## src/rtl/mux_pkg.sv

```systemverilog
// Shared constants and helpers for the round-robin channel mux.
// Holds the parameter limits and the select-width derivation.
package mux_pkg;

    localparam int N_MIN     = 2;
    localparam int N_MAX     = 16;
    localparam int WIDTH_MIN = 1;
    localparam int WIDTH_MAX = 64;

    function automatic int sel_w(input int n);
        return (n <= 2) ? 1 : $clog2(n);
    endfunction

endpackage

```

## src/rtl/rr_arbiter.sv

```systemverilog
// Combinational request arbiter: round-robin from ptr or fixed priority.
// Produces a one-hot grant plus its binary index.
module rr_arbiter
    import mux_pkg::*;
#(
    parameter int N     = 4,
    parameter int RR_EN = 1,
    parameter int SEL_W = sel_w(N)
) (
    input  logic [N-1:0]     req,
    input  logic [SEL_W-1:0] ptr,
    output logic [N-1:0]     grant,
    output logic [SEL_W-1:0] grant_idx
);

    logic             found;
    logic [SEL_W-1:0] base;

    // Two-pass search: channels at or above base first, then the wrap.
    always_comb begin
        grant     = '0;
        grant_idx = '0;
        found     = 1'b0;
        base      = (RR_EN != 0) ? ptr : '0;
        for (int i = 0; i < N; i++) begin
            if (!found && req[i] && (SEL_W'(i) >= base)) begin
                grant[i]  = 1'b1;
                grant_idx = SEL_W'(i);
                found     = 1'b1;
            end
        end
        for (int i = 0; i < N; i++) begin
            if (!found && req[i]) begin
                grant[i]  = 1'b1;
                grant_idx = SEL_W'(i);
                found     = 1'b1;
            end
        end
    end

endmodule

```

## src/rtl/rr_mux_n.sv

```systemverilog
// N-channel arbitrated mux with a single registered output stage.
// One word per cycle under full flow; holds steady under backpressure.
module rr_mux_n
    import mux_pkg::*;
#(
    parameter  int N     = 4,
    parameter  int WIDTH = 16,
    parameter  int RR_EN = 1,
    localparam int SEL_W = sel_w(N)
) (
    input  logic                 clk,
    input  logic                 rst_n,
    input  logic [N*WIDTH-1:0]   in_data,
    input  logic [N-1:0]         in_valid,
    output logic [N-1:0]         in_ready,
    output logic [WIDTH-1:0]     out_data,
    output logic                 out_valid,
    input  logic                 out_ready,
    output logic [SEL_W-1:0]     out_sel
);

    if (N < N_MIN || N > N_MAX) begin : g_bad_n
        $error("rr_mux_n: N out of range");
    end
    if (WIDTH < WIDTH_MIN || WIDTH > WIDTH_MAX) begin : g_bad_width
        $error("rr_mux_n: WIDTH out of range");
    end

    logic [N-1:0]     grant;
    logic [SEL_W-1:0] grant_idx;
    logic [SEL_W-1:0] ptr;
    logic [WIDTH-1:0] sel_word;
    logic             load;
    logic             xfer;

    rr_arbiter #(
        .N     (N),
        .RR_EN (RR_EN),
        .SEL_W (SEL_W)
    ) u_arb (
        .req       (in_valid),
        .ptr       (ptr),
        .grant     (grant),
        .grant_idx (grant_idx)
    );

    // Output stage may take a word when empty or being drained.
    assign load     = ~out_valid | out_ready;
    // rst_n gating keeps in_ready low for the whole reset window.
    assign in_ready = grant & {N{load & rst_n}};
    assign xfer     = |in_ready;

    // One-hot AND-OR select of the granted channel's word.
    always_comb begin
        sel_word = '0;
        for (int i = 0; i < N; i++) begin
            sel_word = sel_word
                     | (in_data[i*WIDTH +: WIDTH] & {WIDTH{grant[i]}});
        end
    end

    // Output register: load on transfer, clear valid when idle.
    always_ff @(posedge clk or negedge rst_n) begin
        if (!rst_n) begin
            out_valid <= 1'b0;
            out_data  <= '0;
            out_sel   <= '0;
        end else if (load) begin
            out_valid <= xfer;
            if (xfer) begin
                out_data <= sel_word;
                out_sel  <= grant_idx;
            end
        end
    end

    if (RR_EN != 0) begin : g_rr
        // Priority pointer moves just past the last served channel.
        always_ff @(posedge clk or negedge rst_n) begin
            if (!rst_n) begin
                ptr <= '0;
            end else if (xfer) begin
                if (grant_idx == SEL_W'(N - 1)) begin
                    ptr <= '0;
                end else begin
                    ptr <= grant_idx + SEL_W'(1);
                end
            end
        end
    end else begin : g_fixed
        assign ptr = '0;
    end

endmodule

```

## config.mk

```make
export PLATFORM = sky130hd
export DESIGN_NAME = rr_mux_n
export DESIGN_NICKNAME = d
export VERILOG_FILES = /design/src/rtl/mux_pkg.sv /design/src/rtl/rr_arbiter.sv /design/src/rtl/rr_mux_n.sv
export SDC_FILE = /design/constraint.sdc
export NUM_CORES = 1
export LEC_CHECK = 0
export CORE_MARGIN = 2
export CORE_UTILIZATION = 41
export CTS_BUF_LIST = sky130_fd_sc_hd__clkbuf_8
export CTS_CLUSTER_SIZE = 12
export DETAILED_ROUTE_END_ITERATION = 6
export GPL_TIMING_DRIVEN = 0
export PLACE_DENSITY = 0.89
export SKIP_LAST_GASP = 1
export SLEW_MARGIN = 20
export SYNTH_ARGS = -nofsm -noshare
export SYNTH_HDL_FRONTEND = slang
export SYNTH_HIERARCHICAL = 1
export SYNTH_SLANG_ARGS = --single-unit
```

## constraint.sdc

```tcl
create_clock -name clk -period 5 [get_ports clk]
set_input_delay 0.75 -clock clk [delete_from_list [all_inputs] [get_ports clk]]
set_output_delay 0.75 -clock clk [all_outputs]
set_load 0.01 [all_outputs]
```

==> summary.md, run 1 <==
| Metric | Value |
|---|---|
| Status | complete, no violations |
| Synthesized area | 1490 µm² |
| Resize count post-CTS | 0 |
| Vias | 1504 |
| Final RePlAce weighted congestion | 0.835 |
| Share of cells above drive strength 1 | 15.8% |
| Met3 Use GR | 5.63% |
| Fillcell total | 270 |
| Fin nets | 307 |
| Finished Layout Cells | 280 |
| Initial antenna violation count | 0 |
| Hold Crit Class | in -> async |
| Core area | 3420 µm² |
| Sw Ratio | 35.3% |
| Final clock skew | 0.00589 ns |
| Unique masters post-synth | 34 |
| Global route hottest layer | met2 |
| Fin crit period | 3.99 ns |
| Post-synthesis sequential area ratio | 35.3% |
| P_int | 0.757 mW |
| Die W | 64.3 µm |
| R2r endpoint | out_data[1] |
| Yosys warns | 6 |
| Maximum buffer depth of the clock tree | 2 |
| Postcts setup bufs | 0 |
| CP max-delay cell | clkdlybuf4s50_1 |
| Routed WL per cell | 16.7 µm |
| Type of origin of the critical path | input pin |
| Clk_lat worst skew | 0.26 ns |
| Peak supply drop | 0.276 mV |
| Max incr delay on CP | 0.53 ns |
| Fin area | 2490 µm² |
| P_leak | 1.11 nW |
| Net switching power | 0.414 mW |
| PortBufs | 90 |
| CTS tree | done |
| Sum of negative setup slack | 0 ns |
| Post-DP Area | 2450 µm² |
| Crit Path Category | in -> out |
| Final Power | 1.17 mW |
| Mapped Cells | 140 |
| Cts hold-fix bufs | 0 |
| Vias in the first global route | 1511 |
| CTS H-tree depth | 1 |
| Synthesized area per cell | 10.6 µm² |
| Met2 Use GR | 40.0% |
| Fin crit share | 79.8% |
| Crit path DAT | 3.24 ns |
| Total GRT Usage | 23.6% |
| Root Driver | clkbuf_8 |
| Worst path bufs/invs | 4 |
| Pin count of the biggest net entering global routing | 27 |
| Initial Util | 43.6% |
| TritonCTS buffer count | 3 |
| Power Dens Cells | 471 nW/µm² |
| Antenna Violating Nets Remaining | 0 |
| Crit. path cell count | 7 |
| DRC errors left | 0 |
| First-pass DRT Iterations | 4 |
| Post-Route WL | 4660 µm |
| Flop pwr share | 25.8% |
| Clock share of power | 9.5% |
| Clock sink count | 21 |
| Cell mode on critical path | clkdlybuf4s50_1 |
| Final hold vios | 0 |
| Clock Pin Slew Worst Setup and Hold Paths | 0.08 ns |
| Max Cap Viol | 0 |
| Final Setup Violations | 0 |
| Peak Freq | 251 MHz |
| CP max FO | 10 |
| FF+latch count, synth | 21 |
| Cell count after placement | 276 |
| Die area | 4130 µm² |
| CP top delay family | buffers and inverters |
| Routed vias/inst | 5.37 |
| R2r setup slk | 2.52 ns |
| Grt met1 use | 29.1% |
| Grt ovf | 0 |
| First DRT Iteration DRCs | 31 |
| Reg2Reg Depth | 9 |
| Die Y | 64.3 µm |
| Syn_nets | 212 |
| Dpl hpwl | 3520 µm |
| First-pass GRT wire length | 7490 µm |
| Logic pwr share | 64.7% |
| Slew headroom | 59.8% |
| Worst path required time | 4.25 ns |
| CP Capture Type | output pin |
| # diodes | 0 |
| Std cell rows | 21 |
| IO Count | 94 |
| CP Cell Sequence | clkdlybuf4s50_1 -> a21oi_1 -> o221a_2 -> clkbuf_1 -> buf_1 -> and3_1 -> clkdlybuf4s50_1 |
| Slew Limit Fails | 0 |
| RSZ-0062 raised after global routing | no |
| Worst r2r src | ptr[1] |
| Worst slew pin tran | 0.602 ns |
| Area grow syn2layout | 67.0% |
[worst register-to-register path, cell delays in order (launching register included)]
cell,delay (ns)
dfrtp_1,0.42
buf_6,0.15
inv_1,0.07
a21oi_1,0.06
o221a_2,0.27
clkbuf_1,0.24
or4_4,0.55
nand3_4,0.14
buf_12,0.16
mux2_4,0.31
[cell type report]
cell class,count,area [µm²],share of cell area (%)
repair buffers,90,896,36.0
multi-input cells,103,846,34.0
flip-flops and latches,21,526,21.1
plain buffers,15,115,4.63
well taps,46,57.6,2.31
clock buffers,3,41.3,1.66
clock inverters,1,3.75,0.151
inverters,1,3.75,0.151
[cell usage after synthesis (all sizes together)]
| cell type | count | share of area, % |
|---|---|---|
| a2bb2oi | 1 | 0.59 |
| nand2b | 2 | 0.84 |
| clkbuf | 6 | 1.7 |
| nor2b | 2 | 0.84 |
| buf | 9 | 6.0 |
| and3 | 5 | 2.1 |
| nor2 | 3 | 0.76 |
| and2 | 1 | 0.42 |
| a221oi | 2 | 1.6 |
| or4 | 1 | 0.76 |
| o221a | 1 | 0.76 |
| nand2 | 19 | 4.8 |
| o21bai | 1 | 0.50 |
| o21a | 2 | 1.0 |
| a22oi | 32 | 16 |
| a21o | 1 | 0.50 |
| nand3b | 1 | 0.50 |
| o22ai | 1 | 0.42 |
| mux2 | 20 | 20 |
| o21ai | 2 | 0.67 |
| inv | 1 | 0.25 |
| mux2i | 1 | 0.67 |
| nand3 | 1 | 1.2 |
| dfrtp | 21 | 35 |
| ha | 1 | 0.84 |
| a21oi | 3 | 1.0 |
[registers in the layout (all words and copies together), names as in the netlist]
signal,cells
ptr,2
out_data,16
out_valid,1
out_sel,2
[metrics by stage]
step	hold slack (ns)	utilization [%]	setup WS (ns)
3_3_place_gp	0.488	71.7	1.00
6_report	0.475	72.9	1.01
3_5_place_dp	0.494	71.7	0.971
5_1_grt	0.507	72.9	0.861
4_1_cts	0.516	73.0	0.960
2_1_floorplan	0.454	-	2.20
[kinds of logic after synthesis]
logic type	share of synthesized area, %
AO/OA/AOI/OAI	23.2
AND/OR/NAND/NOR	12.2
multiplexers	20.6
flip-flops	35.3
buffers and inverters	7.98
adder cells (fa/ha/maj)	0.839
[how the worst max path moves through the flow]
stage / startpoint / to / slack, ns
after floorplan: in_valid[2] / in_ready[1] / 2.20
after global placement: in_valid[0] / in_ready[3] / 1.00
after detailed placement: in_valid[0] / in_ready[3] / 0.97
after CTS: in_valid[0] / in_ready[3] / 0.96
after global routing: in_valid[0] / in_ready[3] / 0.86
final: in_valid[0] / in_ready[3] / 1.01
[power groups by stage]
stage,clock network (mW),logic (mW),registers [mW]
final,0.111,0.757,0.303
after global routing,0.123,0.816,0.314
after CTS,0.111,0.763,0.301
after detailed placement,0,0.758,0.304
after global placement,0,0.744,0.296
after floorplan,0,0.424,0.333
[metal layers]
metal  wire, µm  vias to the layer above  part of all wire, %
met5          0                        -                    0
met4         59                        0                  1.3
met3        332                        6                  7.1
met2       2270                       73                   49
met1       2000                      709                   43
li1           -                      716                    -
[cell usage in the layout, fill, tap and decap left out, types with 3 or more instances in the layout]
cell type,count
clkdlybuf4s50_1,89
a22oi_1,32
dfrtp_1,21
nand2_1,19
mux2_4,19
and3_1,5
clkbuf_1,4
nor2_1,3
clkbuf_8,3
a21oi_1,3
Note: power is estimated with default switching activity, not from simulation.
==> run 2, diff against run 1 <==
- CORE_UTILIZATION: 41 -> 38
- PLACE_DENSITY: 0.89 -> 0.83
- clock period: 5 -> 4.2 ns (I/O delays scaled with it)
==> run 2 against run 1 <==
- final area rose by 0.10%
- wire length fell by 4.0%
- combinational power up 18%
- critical endpoint unchanged
- largest power group unchanged
==> summary.md, run 2 (synthesized netlist as in run 1, its figures left out) <==
| Metric | Value |
|---|---|
| Max incr delay on CP | 0.53 ns |
| # diodes | 0 |
| Total GRT Usage | 21.4% |
| Vias in the first global route | 1579 |
| First-pass GRT wire length | 7160 µm |
| Fillcell total | 323 |
| First DRT Iteration DRCs | 66 |
| Logic pwr share | 64.8% |
| CP max-delay cell | clkdlybuf4s50_1 |
| CTS tree | done |
| First-pass DRT Iterations | 4 |
| Root Driver | clkbuf_8 |
| Type of origin of the critical path | input pin |
| Worst path bufs/invs | 4 |
| P_int | 0.901 mW |
| CP Cell Sequence | clkdlybuf4s50_1 -> a21oi_1 -> o221a_2 -> clkbuf_1 -> buf_1 -> and3_1 -> clkdlybuf4s50_1 |
| Crit Path Category | in -> out |
| Crit. path cell count | 7 |
| Fin area | 2490 µm² |
| Worst path required time | 3.57 ns |
| Dpl hpwl | 3430 µm |
| TritonCTS buffer count | 3 |
| Resize count post-CTS | 0 |
| Routed WL per cell | 15.9 µm |
| Slew Limit Fails | 0 |
| Reg with most FFs | out_data |
| Maximum buffer depth of the clock tree | 2 |
| Area grow syn2layout | 67.2% |
| Initial Util | 40.1% |
| Sw Ratio | 34.9% |
| P_leak | 1.11 nW |
| IO Count | 94 |
| Most frequent cells in the layout | 89 x clkdlybuf4s50_1, 32 x a22oi_1, 21 x dfrtp_1 |
| Fin crit share | 90.1% |
| Met2 Use GR | 39.4% |
| Crit path DAT | 3.15 ns |
| Pin count of the biggest net entering global routing | 27 |
| Share of cells above drive strength 1 | 15.8% |
| Cts hold-fix bufs | 0 |
| Power Dens Cells | 556 nW/µm² |
| Final RePlAce weighted congestion | 0.817 |
| Postcts setup bufs | 0 |
| Peak supply drop | 0.350 mV |
| Core area | 3720 µm² |
| Final hold vios | 0 |
| Antenna Violating Nets Remaining | 0 |
| Hold Crit Class | in -> async |
| Commonest non-fill, non-tap cell in the layout | clkdlybuf4s50_1 |
| Top Registers | out_data (16), out_sel (2), ptr (2) |
| Cell count after placement | 278 |
| Finished Layout Cells | 282 |
| Max reg flops | 16 |
| Vias | 1491 |
| Final Core Density | 67.0% |
| CP Capture Type | output pin |
| Worst slew pin tran | 0.562 ns |
| Clock share of power | 9.5% |
| Peak Freq | 264 MHz |
| Flop pwr share | 25.7% |
| Reg2Reg Depth | 9 |
| Post-Route WL | 4480 µm |
| Die W | 66.6 µm |
| CP max FO | 10 |
| Die Y | 66.6 µm |
| Net switching power | 0.484 mW |
| Global route hottest layer | met2 |
| Grt ovf | 0 |
| RSZ-0062 raised after global routing | no |
| Final Setup Violations | 0 |
| Routed vias/inst | 5.29 |
| PortBufs | 90 |
| Fin crit period | 3.78 ns |
| Cell mode on critical path | clkdlybuf4s50_1 |
| CP top delay family | buffers and inverters |
| Max Cap Viol | 0 |
| Sum of negative setup slack | 0 ns |
| Final Power | 1.38 mW |
| Grt met1 use | 23.8% |
| CTS H-tree depth | 1 |
| Slew headroom | 62.5% |
| Fin nets | 307 |
| Initial antenna violation count | 0 |
| Die area | 4440 µm² |
| Final clock skew | 0.00351 ns |
| Clk_lat worst skew | 0.26 ns |
| Std cell rows | 22 |
| Clock sink count | 21 |
| Met3 Use GR | 3.72% |
| Status | complete, no violations |
| Clock Pin Slew Worst Setup and Hold Paths | 0.08 ns |
| Post-DP Area | 2450 µm² |
| DRC errors left | 0 |
## run 2: power groups by stage
| stage | clock network (mW) | registers (mW) | logic (mW) |
|---|---|---|---|
| finish | 0.131 | 0.357 | 0.897 |
| global route | 0.143 | 0.367 | 0.965 |
| CTS | 0.135 | 0.356 | 0.904 |
| detailed placement | 0 | 0.359 | 0.899 |
| global placement | 0 | 0.355 | 0.885 |
| floorplan | 0 | 0.397 | 0.504 |
## run 2: cell type report
type	count	area, µm²	share of cell area, %
Buffer	15	115	4.62
Clock buffer	3	41.3	1.66
Clock inverter	1	3.75	0.151
Inverter	1	3.75	0.151
Multi-Input combinational cell	103	846	34.0
Sequential cell	21	526	21.1
Tap cell	48	60.1	2.41
Timing Repair Buffer	90	896	36.0
## run 2: worst paths after layout
path                                   from      endpoint  slack [ns]
worst max-delay path            in_valid[0]   in_ready[3]        0.42
worst min-delay path                  rst_n   out_data[0]        0.35
worst max register to register       ptr[1]  out_data[14]        1.72
worst min register to register  out_data[9]   out_data[9]        0.51
max in group asynchronous             rst_n   out_data[2]        3.47
min in group clk                out_data[9]   out_data[9]        0.51
## run 2: routing by layer
| layer | up-vias | part of all wire (%) |
|---|---|---|
| met4 | 0 | 2.2 |
| li1 | 715 | - |
| met1 | 695 | 40 |
| met2 | 73 | 48 |
| met5 | - | 0 |
| met3 | 8 | 9.5 |
## run 2: per-stage QoR
stage / setup WS, ns / hold slack (ns)
after floorplan: 1.64 / 0.334
after global placement: 0.412 / 0.490
after detailed placement: 0.391 / 0.491
after CTS: 0.381 / 0.513
after global routing: 0.230 / 0.395
final: 0.417 / 0.351
## run 2: worst register-to-register path: stages (launching register included)
cell and delay [ns]:
dfrtp_1 0.42, buf_6 0.15, inv_1 0.07, a21oi_1 0.06
o221a_2 0.27, clkbuf_1 0.23, or4_4 0.55, nand3_4 0.14
buf_12 0.16, mux2_4 0.31
